## config.mk

```make
export PLATFORM = sky130hd
export DESIGN_NAME = if_prefetch_stage
export DESIGN_NICKNAME = d
export VERILOG_FILES = /design/src/rtl/if_prefetch_stage.sv
export SDC_FILE = /design/constraint.sdc
export NUM_CORES = 1
export LEC_CHECK = 0
export BUFFER_PORTS_ARGS = -buffer_cell sky130_fd_sc_hd__buf_4
export CAP_MARGIN = 10
export CORE_ASPECT_RATIO = 0.6
export CORE_MARGIN = 2
export CORE_UTILIZATION = 59
export CTS_CLUSTER_SIZE = 25
export DETAILED_ROUTE_END_ITERATION = 10
export PLACE_DENSITY = 0.8
export SYNTH_ARGS = -nofsm -noshare
export SYNTH_HDL_FRONTEND = slang
export SYNTH_SLANG_ARGS = --single-unit
```

## constraint.sdc

```tcl
create_clock -name clock -period 3.63 [get_ports clock]
set_input_delay 0.1815 -clock clock [delete_from_list [all_inputs] [get_ports clock]]
set_output_delay 0.1815 -clock clock [all_outputs]
set_load 0.05 [all_outputs]
```

## src/rtl/if_prefetch_stage.sv

```systemverilog
// Instruction fetch prefetch stage: issues word-aligned fetches, tracks in-flight
// requests, buffers returned instructions with their PCs and presents them to Decode.
module if_prefetch_stage #(
  parameter int unsigned     XLEN     = 32,
  parameter int unsigned     DEPTH    = 4,
  parameter logic [XLEN-1:0] RESET_PC = '0
) (
  input  logic            clock,
  input  logic            reset,
  input  logic            redirect_ip,
  input  logic [XLEN-1:0] redirect_pc_ip,
  output logic            instr_req_op,
  output logic [XLEN-1:0] instr_addr_op,
  input  logic            instr_gnt_ip,
  input  logic            instr_rvalid_ip,
  input  logic [XLEN-1:0] instr_rdata_ip,
  output logic            instr_valid_op,
  output logic [XLEN-1:0] instr_data_op,
  output logic [XLEN-1:0] instr_pc_op,
  input  logic            instr_ready_ip
);

  localparam int unsigned     PTR_W      = $clog2(DEPTH);
  localparam int unsigned     CNT_W      = $clog2(DEPTH + 1);
  // Stale responses can pile up across back-to-back redirects, so discard gets headroom.
  localparam int unsigned     DSC_W      = CNT_W + 4;
  localparam logic [XLEN-1:0] ALIGN_MASK = ~XLEN'(3);

  logic [XLEN-1:0]  fetch_pc;
  logic [XLEN-1:0]  q_data  [DEPTH];
  logic [XLEN-1:0]  q_pc    [DEPTH];
  logic [XLEN-1:0]  pc_fifo [DEPTH];
  logic [PTR_W-1:0] rd_ptr;
  logic [PTR_W-1:0] wr_ptr;
  logic [PTR_W-1:0] pf_rd_ptr;
  logic [PTR_W-1:0] pf_wr_ptr;
  logic [CNT_W-1:0] count;
  logic [CNT_W-1:0] outstanding;
  logic [DSC_W-1:0] discard;
  logic [DSC_W-1:0] discard_redirect;
  logic [CNT_W:0]   occupancy;
  logic             grant;
  logic             keep;
  logic             pop;

  // Every outstanding request has a reserved queue slot, so the queue cannot overflow.
  always_comb begin
    occupancy    = {1'b0, count} + {1'b0, outstanding};
    instr_req_op = !reset && !redirect_ip && (occupancy < (CNT_W + 1)'(DEPTH));
    instr_addr_op = fetch_pc;
    grant        = instr_req_op && instr_gnt_ip;
    keep         = instr_rvalid_ip && (discard == '0);
    pop          = (count != '0) && instr_ready_ip;
  end

  always_comb begin
    instr_valid_op = (count != '0);
    instr_data_op  = instr_valid_op ? q_data[rd_ptr] : '0;
    instr_pc_op    = instr_valid_op ? q_pc[rd_ptr]   : '0;
  end

  // Redirect turns all live requests into stale ones; a response landing now retires one.
  always_comb begin
    discard_redirect = discard + DSC_W'(outstanding);
    if (instr_rvalid_ip && (discard_redirect != '0)) begin
      discard_redirect = discard_redirect - DSC_W'(1);
    end
  end

  always_ff @(posedge clock) begin
    if (reset) begin
      fetch_pc    <= RESET_PC & ALIGN_MASK;
      rd_ptr      <= '0;
      wr_ptr      <= '0;
      pf_rd_ptr   <= '0;
      pf_wr_ptr   <= '0;
      count       <= '0;
      outstanding <= '0;
      discard     <= '0;
    end else if (redirect_ip) begin
      fetch_pc    <= redirect_pc_ip & ALIGN_MASK;
      rd_ptr      <= '0;
      wr_ptr      <= '0;
      pf_rd_ptr   <= '0;
      pf_wr_ptr   <= '0;
      count       <= '0;
      outstanding <= '0;
      discard     <= discard_redirect;
    end else begin
      if (grant) begin
        fetch_pc           <= fetch_pc + XLEN'(4);
        pc_fifo[pf_wr_ptr] <= fetch_pc;
        pf_wr_ptr          <= pf_wr_ptr + PTR_W'(1);
      end
      if (instr_rvalid_ip && !keep) begin
        discard <= discard - DSC_W'(1);
      end
      if (keep) begin
        q_data[wr_ptr] <= instr_rdata_ip;
        q_pc[wr_ptr]   <= pc_fifo[pf_rd_ptr];
        wr_ptr         <= wr_ptr + PTR_W'(1);
        pf_rd_ptr      <= pf_rd_ptr + PTR_W'(1);
      end
      if (pop) begin
        rd_ptr <= rd_ptr + PTR_W'(1);
      end
      count       <= count + CNT_W'(keep) - CNT_W'(pop);
      outstanding <= outstanding + CNT_W'(grant) - CNT_W'(keep);
    end
  end

endmodule

```

==> impl_results.md <==
* R2R Setup Slk at 0.71 ns
* Total half-perimeter wirelength after legalization and detailed placement at 22340 microns
* Post-synth EDFFs at 368
* Post-layout min period at 2.919 ns
* TritonCTS sink count at 423
* Final setup violation count at 0
* Iteration-0 DRC count of the detailed router at 879
* Maximum number of pins on one net before global-route repair at 64
* First-pass GRT wire length at 56320 microns
* Post-synthesis async set-or-reset flop share at 0%
* Hold wc startpoint: redirect_pc_ip[31]
* Share of final-layout standard cells stronger than drive strength 1 at 28.61%
* Maximum ir drop on the vdd rail at 0.0003806 V
* Via Count at 9667
* Reg-to-reg endpoint: instr_addr_op[24]
* Number of detailed-routing iterations run before antenna repair at 5
* Count of nets left with antenna violations after detail routing at 0
* Io pins at 168
* Sum of negative setup slack at 0 ns
* Critical path start-end classification: flip-flop to flip-flop
* Total power divided by cell area at 608.2 nW/um^2
* Sequential area share after synthesis at 71.32%
* Clock tree from TritonCTS: built
* Most frequently used flop master after synthesis: sky130_fd_sc_hd__edfxtp_1
* Clock share of power at 30.6%
* Routed length per placed instance at 22.46 microns
* Post-DR vias/cell at 5.931
* Worst-case hold path end point: instr_addr_op[31]
* Worst setup EP type: flip-flop
* Reg2Reg Launch Point: outstanding[1]
* Cells after synthesis at 982
* Ratio of final minimum period to clock period at 80.41%
* Leading cell types in the layout, fill and taps excluded: sky130_fd_sc_hd__edfxtp_1, sky130_fd_sc_hd__buf_4, sky130_fd_sc_hd__mux4_2, sky130_fd_sc_hd__and2_1, sky130_fd_sc_hd__dlygate4sd3_1
* Register clock-pin slew on the reported worst setup and hold paths at 0.07 ns
* CTS-repair resized insts at 0
* Initial standard-cell utilization of the core at 59.60%
* Final Net Count at 1319
* Net switching power at 3.786 mW
* Most common cell after layout, fill and taps aside: sky130_fd_sc_hd__edfxtp_1
* # DRC at 0
* N_diodes at 0
* Int Pwr at 8.769 mW
* Final Max Slew Viols at 0
* Warnings from Yosys at 0
* Number of distinct library cell variants in the gate-level netlist after synthesis at 60
* GRT Util Overall at 24.74%
* Via count of the first global-routing pass at 9675
* Clock Latency Late Sink at 0.53 ns
* Die extent in y at 135.6 microns
* Tightest Pin Transition at 0.8963 ns
* Worst Reg2Reg Path Length in Cells at 9
* Area of the core region at 28590 sq um
* DIE AREA at 30300 sq um
* Overflow after GRT at 0
* Sequential Power Share at 45.5%
* Unrepaired setup endpoints after global routing: false
* Area Growth Syn to Fin at 21.15%
* Hold crit path type: primary input to flip-flop
* Type of element launching the critical path: flip-flop
* Post-Route Utilization at 72.20%
* Endpoint required time on the critical path at 4.09 ns
* Combinational fraction of design power at 23.9%
* Result of the run: completed
* WHS Path Cells at 3
* Count of max-cap constraint violations at 0
* Mean instance size in the synthesized netlist at 17.35 sq um
* Cell row count at 48
* Port Buffers at 161
* Count of final hold-check violations at 0
* X dimension of the die at 223.4 microns
* Switching share of power at 30.16%
* Area post-placement at 18850 sq um
* Relative max-transition margin at 40.25%
* Post-route clock skew at 0.01948 ns
* Count of H-tree levels built during CTS at 2
* Post-CTS Setup Bufs at 0
* Maximum clock rate at 0.3426 GHz
* Post-route cell area at 20640 sq um
* Number of buffers inserted for hold repair after clock tree synthesis at 61
* Routed wire length at 36620 microns
* Number of flip-flops and latches in the synthesized netlist at 423
* Initial antenna violation count at 1
* Weighted congestion at the end of routability-driven global placement at 0.8360
* Max Fanout on Critical Path at 32
* Number of inserted filler cells in the final layout at 1704
* Leakage power figure at 7.108 nW
* Area of the mapped netlist at 17040 sq um
* Critical Path AT at 3.38 ns
* Clk Tree Root Cell: sky130_fd_sc_hd__clkbuf_16
* Worst-case clock buffer depth at 3
* CTS buffer count at 38
==> metrics by stage <==
step | hold WS, ns | power (mW) | setup WS, ns | std cells
after floorplan | 0.2804 | 7.879 | 0.2865 | 985
after global placement | 0.3839 | 8.709 | 0.8593 | 1499
after detailed placement | 0.3836 | 8.767 | 0.7860 | 1499
after CTS | 0.008529 | 12.63 | 0.7390 | 1630
after global routing | 0.008272 | 13.02 | 0.5752 | 1630
final | 0.01911 | 12.55 | 0.7111 | 1630
==> worst max-delay path: stages (launching register included) <==
cell and delay (ns):
sky130_fd_sc_hd__dfxtp_1 0.49, sky130_fd_sc_hd__ha_1 0.29, sky130_fd_sc_hd__a311o_1 0.31, sky130_fd_sc_hd__nor4b_4 0.31
sky130_fd_sc_hd__inv_2 0.06, sky130_fd_sc_hd__buf_4 0.24, sky130_fd_sc_hd__nor2_1 0.43, sky130_fd_sc_hd__and3_1 0.24
sky130_fd_sc_hd__mux2_2 0.34, sky130_fd_sc_hd__a21oi_1 0.13
==> power groups by stage <==
| stage | Clock (mW) | Combinational, mW | Sequential (mW) |
|---|---|---|---|
| 2_1_floorplan | 0 | 2.10 | 5.78 |
| 3_3_place_gp | 0 | 2.91 | 5.80 |
| 3_5_place_dp | 0 | 2.95 | 5.81 |
| 4_1_cts | 3.89 | 3.03 | 5.71 |
| 5_1_grt | 4.08 | 3.20 | 5.74 |
| 6_report | 3.84 | 3.01 | 5.71 |
==> metal layers <==
layer	up-vias	GRT usage, %	part of all wire (%)
met4	0	6.111	1.9
met2	382	40.63	49
met5	-	0	0
met1	4914	35.24	42
li1	4314	-	-
met3	57	4.381	6.4
==> registers in the layout (all words and copies together) (netlist names), 3 cells and up, named ones only <==
register and flops:
q_pc 120, count 3, instr_addr_op 30, outstanding 3
q_data 128, pc_fifo 120, discard 7
==> how the worst max path moves through the flow <==
stage / start / end / slack (ns) / depth (start not counted)
floorplan: discard[3] / q_data[0][0] / 0.29 / 5
CTS: outstanding[1] / instr_addr_op[24] / 0.74 / 9
detailed placement: discard[3] / outstanding[2] / 0.79 / 11
global route: outstanding[1] / instr_addr_op[24] / 0.58 / 9
global placement: outstanding[1] / outstanding[2] / 0.86 / 12
finish: outstanding[1] / instr_addr_op[24] / 0.71 / 9
==> cell usage after synthesis (19+ instances only) <==
cell,count,area [sq um]
sky130_fd_sc_hd__a21oi_1,40,200.2
sky130_fd_sc_hd__nand2_1,43,161.4
sky130_fd_sc_hd__mux4_2,92,2072
sky130_fd_sc_hd__edfxtp_1,368,11050
sky130_fd_sc_hd__inv_1,21,78.83
sky130_fd_sc_hd__clkbuf_1,28,105.1
sky130_fd_sc_hd__xnor2_1,19,166.4
sky130_fd_sc_hd__and2_1,70,437.9
sky130_fd_sc_hd__ha_1,21,262.8
sky130_fd_sc_hd__o21ai_0,22,110.1
sky130_fd_sc_hd__dfxtp_1,55,1101
sky130_fd_sc_hd__nor2_1,56,210.2
==> layout make-up <==
class	count	area (sq um)	area share, %
multi-input cells	486	4579	22.19
clock inverters	18	111.4	0.5395
inverters	22	82.58	0.4001
repair buffers	254	2172	10.52
flip-flops and latches	423	12160	58.91
well taps	375	469.2	2.273
clock buffers	52	1067	5.171
==> cells by family after synthesis <==
family | share of synthesized area [%]
buffers and inverters | 1.902
multiplexers | 12.42
AO/OA/AOI/OAI | 3.892
adder cells (fa/ha/maj) | 1.895
AND/OR/NAND/NOR | 7.219
flip-flops | 71.32
other | 0.02201
XOR/XNOR | 1.329
(Power assumes the default switching activity.)
